===== config.mk =====
export PLATFORM = sky130hd
export DESIGN_NAME = fighter_action_sched
export DESIGN_NICKNAME = d
export VERILOG_FILES = /design/src/rtl/fighter_action_sched.sv
export SDC_FILE = /design/constraint.sdc
export NUM_CORES = 1
export LEC_CHECK = 0
export ABC_AREA = 0
export CAP_MARGIN = 15
export CORE_AREA = 8 8 81 83
export CTS_CLUSTER_DIAMETER = 120
export DETAILED_ROUTE_END_ITERATION = 16
export DIE_AREA = 0 0 89 91
export MAX_ROUTING_LAYER = met4
export PLACE_DENSITY = 0.79
export SYNTH_ARGS = -nofsm -noshare
export SYNTH_HDL_FRONTEND = slang
export SYNTH_SLANG_ARGS = --single-unit

===== constraint.sdc =====
create_clock -name frame_clk -period 3.5 [get_ports frame_clk]
set_input_delay 0.7 -clock frame_clk [delete_from_list [all_inputs] [get_ports frame_clk]]
set_output_delay 0.7 -clock frame_clk [all_outputs]
set_load 0.1 [all_outputs]

===== src/rtl/fighter_action_sched.sv =====
// Per-frame action scheduler for one fighter: arbitrates walk/crouch/jump/punch/hitstun
// from keyboard state and emits registered motion deltas and status.
module fighter_action_sched #(
    parameter logic [7:0] KEY_LEFT    = 8'h0D,
    parameter logic [7:0] KEY_RIGHT   = 8'h0F,
    parameter logic [7:0] KEY_DOWN    = 8'h0E,
    parameter logic [7:0] KEY_UP      = 8'h0C,
    parameter logic [7:0] KEY_ATK     = 8'h10,
    parameter int         MIN_DIST    = 105,
    parameter int         BOUND_X_MAX = 635,
    parameter int         SPRITE_W    = 125,
    parameter int         WALK_SPD    = 2,
    parameter int         JUMP_V0     = 12,
    parameter int         KNOCK       = 3,
    parameter int         HITSTUN_LEN = 12
) (
    input  logic       frame_clk,
    input  logic       Reset,
    input  logic [7:0] keycode_0,
    input  logic [7:0] keycode_1,
    input  logic [7:0] keycode_2,
    input  logic [7:0] keycode_3,
    input  logic [9:0] XDist,
    input  logic [9:0] PosX,
    input  logic       Hit,
    output logic [9:0] X_Motion,
    output logic [9:0] Y_Motion,
    output logic [2:0] State,
    output logic       AttackActive,
    output logic       Airborne
);

    typedef enum logic [2:0] {
        S_IDLE    = 3'd0,
        S_WALK    = 3'd1,
        S_CROUCH  = 3'd2,
        S_JUMP    = 3'd3,
        S_ATTACK  = 3'd4,
        S_HITSTUN = 3'd5
    } state_t;

    localparam logic [9:0]  MIN_DIST_W  = 10'(MIN_DIST);
    localparam logic [10:0] BOUND_W     = 11'(BOUND_X_MAX);
    localparam logic [10:0] SPRITE_W_W  = 11'(SPRITE_W);
    localparam logic [9:0]  WALK_POS    = 10'(WALK_SPD);
    localparam logic [9:0]  WALK_NEG    = 10'(-WALK_SPD);
    localparam logic [9:0]  JUMP_V0_W   = 10'(JUMP_V0);
    localparam logic [9:0]  KNOCK_W     = 10'(KNOCK);
    localparam logic [4:0]  JUMP_LAST   = 5'(2 * JUMP_V0);
    localparam logic [4:0]  ATK_LAST    = 5'd12;
    localparam logic [4:0]  ATK_ON_LO   = 5'd4;
    localparam logic [4:0]  ATK_ON_HI   = 5'd6;
    localparam logic [4:0]  HS_LAST     = 5'(HITSTUN_LEN - 1);

    state_t     state_q, state_d;
    logic [4:0] cnt_q, cnt_d;
    logic [9:0] x_q, x_d, y_q, y_d;
    logic [9:0] jump_x_q, jump_x_d;
    logic       aa_q, aa_d;
    logic       air_q, air_d;
    logic       pend_q, pend_d;
    logic       atk_prev_q;

    logic left, right, down, up, atk, atk_rise;
    logic right_fits, restart, entry;
    logic [9:0] walk_x;

    function automatic logic key_held(input logic [7:0] k, input logic [7:0] a,
                                      input logic [7:0] b, input logic [7:0] c,
                                      input logic [7:0] d);
        return (a == k) || (b == k) || (c == k) || (d == k);
    endfunction

    always_comb begin
        left     = key_held(KEY_LEFT,  keycode_0, keycode_1, keycode_2, keycode_3);
        right    = key_held(KEY_RIGHT, keycode_0, keycode_1, keycode_2, keycode_3);
        down     = key_held(KEY_DOWN,  keycode_0, keycode_1, keycode_2, keycode_3);
        up       = key_held(KEY_UP,    keycode_0, keycode_1, keycode_2, keycode_3);
        atk      = key_held(KEY_ATK,   keycode_0, keycode_1, keycode_2, keycode_3);
        atk_rise = atk && !atk_prev_q;
        // 11-bit sum so PosX near 1023 cannot wrap into an allowed value
        right_fits = ({1'b0, PosX} + SPRITE_W_W) < BOUND_W;
        walk_x = '0;
        if (left && !right && (XDist > MIN_DIST_W))
            walk_x = WALK_NEG;
        else if (right && !left && right_fits)
            walk_x = WALK_POS;
    end

    // Next-state: committed actions first, then a new hit, then fresh requests.
    always_comb begin
        state_d  = state_q;
        restart  = 1'b0;
        pend_d   = pend_q;
        jump_x_d = jump_x_q;
        unique case (state_q)
            S_HITSTUN: begin
                if (Hit)
                    restart = 1'b1;
                else if (cnt_q == HS_LAST)
                    state_d = S_IDLE;
            end
            S_JUMP: begin
                if (cnt_q == JUMP_LAST) begin
                    state_d = (pend_q || Hit) ? S_HITSTUN : S_IDLE;
                    pend_d  = 1'b0;
                end else if (Hit) begin
                    pend_d = 1'b1;
                end
            end
            S_ATTACK: begin
                if (Hit)
                    state_d = S_HITSTUN;
                else if (cnt_q == ATK_LAST)
                    state_d = S_IDLE;
            end
            default: begin
                if (Hit)
                    state_d = S_HITSTUN;
                else if (atk_rise)
                    state_d = S_ATTACK;
                else if (up) begin
                    state_d  = S_JUMP;
                    jump_x_d = walk_x;
                end else if (down)
                    state_d = S_CROUCH;
                else if (walk_x != '0)
                    state_d = S_WALK;
                else
                    state_d = S_IDLE;
            end
        endcase

        entry = restart || (state_d != state_q);
        if (entry)
            cnt_d = '0;
        else if (cnt_q == 5'h1F)
            cnt_d = cnt_q;
        else
            cnt_d = cnt_q + 5'd1;
    end

    always_comb begin
        x_d   = '0;
        y_d   = '0;
        aa_d  = 1'b0;
        air_d = 1'b0;
        unique case (state_d)
            S_WALK:    x_d = walk_x;
            S_JUMP: begin
                x_d   = jump_x_d;
                y_d   = {5'b0, cnt_d} - JUMP_V0_W;
                air_d = 1'b1;
            end
            S_ATTACK:  aa_d = (cnt_d >= ATK_ON_LO) && (cnt_d <= ATK_ON_HI);
            S_HITSTUN: x_d = KNOCK_W;
            default: ;
        endcase
    end

    always_ff @(posedge frame_clk or negedge Reset) begin
        if (!Reset) begin
            state_q    <= S_IDLE;
            cnt_q      <= '0;
            x_q        <= '0;
            y_q        <= '0;
            jump_x_q   <= '0;
            aa_q       <= 1'b0;
            air_q      <= 1'b0;
            pend_q     <= 1'b0;
            atk_prev_q <= 1'b0;
        end else begin
            state_q    <= state_d;
            cnt_q      <= cnt_d;
            x_q        <= x_d;
            y_q        <= y_d;
            jump_x_q   <= jump_x_d;
            aa_q       <= aa_d;
            air_q      <= air_d;
            pend_q     <= pend_d;
            atk_prev_q <= atk;
        end
    end

    assign State        = state_q;
    assign X_Motion     = x_q;
    assign Y_Motion     = y_q;
    assign AttackActive = aa_q;
    assign Airborne     = air_q;

endmodule


# --- Word-level counts from Yosys, hierarchy flattened ---
# Index checks and enable logic that the tools add are counted.
totals:
  wordCells: 106
  output_inout_bits: 25
  regBits: 42
  input_bits: 55
classes:
  n_eq_ne: 32
  magnitude_cmp: 4
  add_sub_neg: 3
  n_mux: 28
  n_reduce_logical: 30
ops:
  columns: ["operator", "n"]
  rows:
  - ["8-bit by 4-bit == test with 1-bit output (second input constant)", 16]
  - ["10-bit 2-to-1 mux", 6]
  - ["8-bit by 5-bit == test with 1-bit output (second input constant)", 4]
  - ["10-bit one-hot mux with 3 select lines", 1]
  - ["3-bit 2-to-1 mux", 8]
  - ["1-bit logical OR", 17]
  - ["3-bit == test (second input constant)", 4]
  - ["10-bit by 7-bit adder with 11-bit output (second input constant)", 1]
  - ["11-bit by 10-bit less-than comparator with 1-bit output (second input constant)", 1]
  - ["5-bit by 4-bit == test with 1-bit output (second input constant)", 2]
  - ["5-bit == test (second input constant)", 2]
  - ["10-bit by 7-bit greater-than comparator with 1-bit output (second input constant)", 1]
  - ["5-bit 2-to-1 mux", 2]
  - ["10-bit nonzero test", 1]
  - ["3-bit one-hot mux with 3 select lines", 1]
  - ["1-bit 2-to-1 mux", 7]
  - ["3-bit by 2-bit == test with 1-bit output (second input constant)", 2]
  - ["1-bit logical AND", 6]
  - ["2-bit 2-to-1 mux", 3]
  - ["5-bit by 4-bit subtractor with 6-bit output (second input constant)", 1]
  - ["5-bit by 1-bit adder with 5-bit output (second input constant)", 1]
  - ["5-bit by 3-bit >= comparator with 1-bit output (second input constant)", 1]
  - ["5-bit by 3-bit less-or-equal comparator with 1-bit output (second input constant)", 1]
  - ["3-bit by 1-bit == test with 1-bit output (second input constant)", 1]
  - ["5 further kinds", 7]

# --- Longest topological paths before layout ---
logic_depth:
  ltp_word: 22
  ltp_mapped: 14
  depth_no_buf: 13

# --- Worst setup path after synthesis ---
# OpenSTA, ideal clock, no wires.
synth_path:
  kind: "input-to-reg"
  startpoint: "input port PosX[4]"
  endpoint: "register y_q[4], in the netlist Y_Motion[4]"
  path_slack_ns: 0.001
  t_arrival_ns: 3.380
  setup_time_ns: 0.119
  path_stages: 13
  n_path_buf: 1
  required_time_ns: 3.381
  cell_sequence: "or4_4 -> o31a_1 -> a21oi_1 -> o21ai_1 -> a31oi_1 -> o21ai_1 -> a221o_2 -> xnor2_1 -> buf_4 -> nor3_1 -> ha_1 -> xor2_1 -> nor2_1"
synth_between:
  elab_chain_len: 17
  word_cells_on_any_way: 18
  cone_classes: "2 x add/sub; 1 x order compare; 2 x eq/ne; 10 x mux; 3 x reduce/logical"
synth_rtl:
  columns: ["item", "line", "text"]
  rows:
  - ["start: declaration", "24", "input logic [9:0] PosX,"]
  - ["10-bit by 7-bit adder with 11-bit output", "82", "right_fits = ({1'b0, PosX} + SPRITE_W_W) < BOUND_W;"]
  - ["11-bit by 10-bit less-than comparator with 1-bit output", "82", null]
  - ["1-bit logical AND", "86", "else if (right && !left && right_fits)"]
  - ["2-bit 2-to-1 mux", "86", null]
  - ["10-bit 2-to-1 mux", "84", "if (left && !right && (XDist > MIN_DIST_W))"]
  - ["10-bit nonzero test", "127", "else if (walk_x != '0)"]
  - ["1-bit 2-to-1 mux", "127", null]
  - ["2-bit 2-to-1 mux", "125", "end else if (down)"]
  - ["[... 3 more ...]", null, null]
  - ["3-bit one-hot mux with 3 select lines", "96", "unique case (state_q)"]
  - ["3-bit inequality test", "134", "entry = restart || (state_d != state_q);"]
  - ["1-bit logical OR", "134", null]
  - ["5-bit 2-to-1 mux", "135", "if (entry)"]
  - ["net cnt_d[2]", "56", "logic [4:0] cnt_q, cnt_d;"]
  - ["5-bit by 4-bit subtractor with 6-bit output", "152", "y_d = {5'b0, cnt_d} - JUMP_V0_W;"]
  - ["10-bit 2-to-1 mux", "148", "unique case (state_d)"]
  - ["net y_d[4]", "57", "logic [9:0] x_q, x_d, y_q, y_d;"]
  - ["end signal: assignment", "176", "y_q <= y_d;"]
  - ["end: declaration", "57", null]
# The timed path passes the listed nets, and every way through them passes these cells.
# A chain may end at the register's enable or synchronous reset.

# --- Worst setup path after layout ---
layout_path:
  startpoint: "input port keycode_3[0]"
  endpoint: "register y_q[3], in the netlist Y_Motion[3]"
layout_between:
  elab_chain_len: 19
  word_cells_on_any_way: 32
  cone_classes: "1 x add/sub; 7 x eq/ne; 10 x mux; 14 x reduce/logical"
layout_rtl:
  columns: ["item", "line", "text"]
  rows:
  - ["start: declaration", "22", "input logic [7:0] keycode_3,"]
  - ["8-bit by 4-bit == test with 1-bit output", "71", "return (a == k) || (b == k) || (c == k) || (d == k);"]
  - ["1-bit logical OR", "71", null]
  - ["1-bit logical NOT", "86", null]
  - ["1-bit logical AND (2 in a row)", "86", null]
  - ["2-bit 2-to-1 mux", "86", null]
  - ["10-bit 2-to-1 mux", "84", null]
  - ["10-bit nonzero test", "127", null]
  - ["1-bit 2-to-1 mux", "127", null]
  - ["[... 3 more ...]", null, null]
  - ["3-bit 2-to-1 mux *", "118", "if (Hit)"]
  - ["3-bit one-hot mux with 3 select lines *", "96", null]
  - ["3-bit inequality test", "134", null]
  - ["1-bit logical OR", "134", null]
  - ["5-bit 2-to-1 mux", "135", null]
  - ["5-bit by 4-bit subtractor with 6-bit output", "152", null]
  - ["10-bit 2-to-1 mux *", "148", null]
  - ["net y_d[3]", "57", null]
# Mark *: on every way through the listed nets, which the timed path passes. The rest lies on a longest branch.

==> qor.yml <==
grt_overflow_total: 0
clk_path_buf_depth: 2
reg2reg_slack_ps: 430
final_layout_size_suffix_gt1_share_pct: 33.86
seq_area_frac_synth_pct: 40.36
nNetsFinal: 440
yosys.area.top_type: "dfrtp_1"
max_freq_mhz: 289.0
arrival_ps: 3670
r2r_cells: 12
first_pass_iters: 5
drtAntennaViolNets: 0
die_x_um: 89
fin_cells: 453
clock-sinks: 38
dp_cells: 429
power_w: 0.001657
grt_pass1_wl_um: 10830
synth_edf_count: 0
worst_pin_slew_ps: 996.6
place_hpwl_um: 5092
timing.rr.start: "cnt_q[0]"
syn-num-nets: 319
coreArea_um2: 5338
fin_skew_ps: 11.22
grt_antenna_before_repair: 0
dr.first_iter.drc_count: 113
die_h_um: 91
dieArea_um2: 8099
io_buffers: 78
layout_min_cycle_time_ps: 3460
finalSetupViolations: 0
critPathKind: "in2reg"
hold_violations: 0
clk_pin_slew_ps: 80
mostFrequentLayoutCell: "buf_4"
ctsHtreeMaxLevel: 2
p_per_area_nw_per_um2: 423.1
syn_to_final_growth_pct: 66.22
startpoint_type: "primary input"
final_cell_mix: "57 x buf_4, 40 x clkdlybuf4s50_1, 38 x dfrtp_1"
drv_cap: 0
cpPeakStageDelay_ps: 580
syn_avg_cell_area_um2: 9.097
vias_per_cell: 5.574
peakVddDrop_v: 0.0003769
synthTopCellsByArea: "dfrtp_1 40%, nor4_1 4.0%, inv_1 3.2%"
p_leak_nw: 1.925
hold_path.class: "in2async"
totalWireLength_um: 7895
async_flop_share_pct: 100.0
synth_top_flop_cell: "dfrtp_1"
num_vias: 2525
track_usage_pct: 16.74
ys_ff_latch: 38
wl_per_cell_um: 17.43
status: "finished, final reports clean"
fin_hold_ws_ps: 485.6
core.rowCount: 27
synth_area_um2: 2356
relSlewSlack_pct: 33.35
synthCells: 259
cts_made_buffers: 5
cp_cell_sequence: "clkdlybuf4s50_1 > nand2_1 > nor3_1 > or4_4 > a211oi_4 > o21ai_1 > a221o_2 > xnor2_4 > buf_6 > a211o_1 > ha_4 > nor2_1"
slew_viol_final: 0
grt_max_degree: 39
clock_latency_ps: 300
diodes: 0
ios: 80
gp_congestion: 0.8493
fin_crit_sh_pct: 98.87
start_util_pct: 44.14
yosys.area.top_type_share_pct: 40.36
yosys_warnings: 0
drc: 0
slowest_stage: "or4_4"
grt_pass1_vias: 2434
cp_max_fo: 4
worstPathRequired_ps: 3710
synth_cell_type_count: 58
r2r_end: "Y_Motion[3]"
crit_path_end_kind: "register"
cts-root-buf: "clkbuf_8"
cts_tree: "yes"
final cells by class:
class | count | area (um^2)
tap | 72 | 90.09
inverter | 20 | 75.07
timing repair buffer | 129 | 1194
sequential | 38 | 950.9
fill | 375 | 1421
clock inverter | 2 | 12.51
multi-input combinational | 186 | 1511
clock buffer | 6 | 82.58
worst max-delay path, delay by kind of cell:
kind,cells,cell delay [ps]
AOI/OAI and AO/OA,4,1050
and+or+nand+nor,4,890
buffers and inverters,2,630
adders and majority gates,1,220
xor gates and xnor gates,1,170
power breakdown:
part           internal [W]  switching [W]
Clock              0.000158       0.000163
Combinational      0.000323       0.000490
Sequential         0.000474      0.0000490
cell usage after synthesis, drive strengths merged, types with 2 or more instances:
master / number
o41ai: 2
o221ai: 2
or2: 3
nand3: 5
nor4b: 4
or4: 3
clkbuf: 5
and2b: 2
inv: 20
ha: 5
xor2: 3
nor4: 15
a211oi: 4
o21a: 2
nand2b: 2
a2111oi: 2
nand4: 5
xnor2: 3
nor2b: 2
nor2: 15
or3: 9
nand2: 17
nand3b: 4
a21oi: 14
nor3: 14
nor3b: 2
dfrtp: 38
a31oi: 3
o31a: 4
buf: 10
and2: 4
o21ai: 19
a21boi: 2
flip-flops by register name, summed over array words and instances (netlist names):
name          count
Airborne          1
AttackActive      1
jump_x_q         10
pend_q            1
State             3
Y_Motion          6
X_Motion         10
atk_prev_q        1
cnt_q             5
cell families (layout without fill, tap and decap cells):
group                    after synthesis  in the layout  synth area share, %
AND/OR/NAND/NOR                      110            110                26.82
multiplexers                           1              1               0.4779
flip-flops                            38             38                40.36
XOR/XNOR                               6              6                2.231
adder cells (fa/ha/maj)                5              5                2.655
AO/OA/AOI/OAI                         64             64                19.49
buffers and inverters                 35            157                7.966
how the worst max path moves through the flow:
stage                       from     endpoint  slack [ps]  depth (start not counted)
finish              keycode_3[0]  Y_Motion[3]          40                         12
global route        keycode_3[0]  Y_Motion[4]         -70                         13
CTS                      PosX[3]  Y_Motion[3]         0.7                         13
detailed placement       PosX[4]  Y_Motion[4]        -500                         13
global placement         PosX[4]  Y_Motion[3]        -400                         13
floorplan                PosX[4]  Y_Motion[4]         0.9                         13
through the flow:
| step | TNS (ps) | worst slack (ps) | area (um^2) | utilization, % |
|---|---|---|---|---|
| after global placement | -3644 | -404.0 | 3352 | 62.80 |
| final | 0 | 39.71 | 3916 | 73.37 |
| after global routing | -137.0 | -68.67 | 3916 | 73.37 |
| after CTS | 0 | 0.7185 | 3548 | 66.48 |
| after detailed placement | -5078 | -503.9 | 3352 | 62.80 |
| after floorplan | 0 | 0.8584 | 2356 | - |
layer usage:
layer / routed length (um) / track usage (%)
met4: 136 / 1.387
met2: 4360 / 30.24
met1: 3075 / 18.70
met3: 323 / 3.784
met5: 0 / -
repair_timing:
item / CTS / global route
endpoints found under the setup margin: 3 / 9
setup buffers: 8 / 8
pin swaps: 8 / 25
hold buffers: 0 / 0
gates resized for setup: 16 / 76
Power figures use the tool's default switching activity.
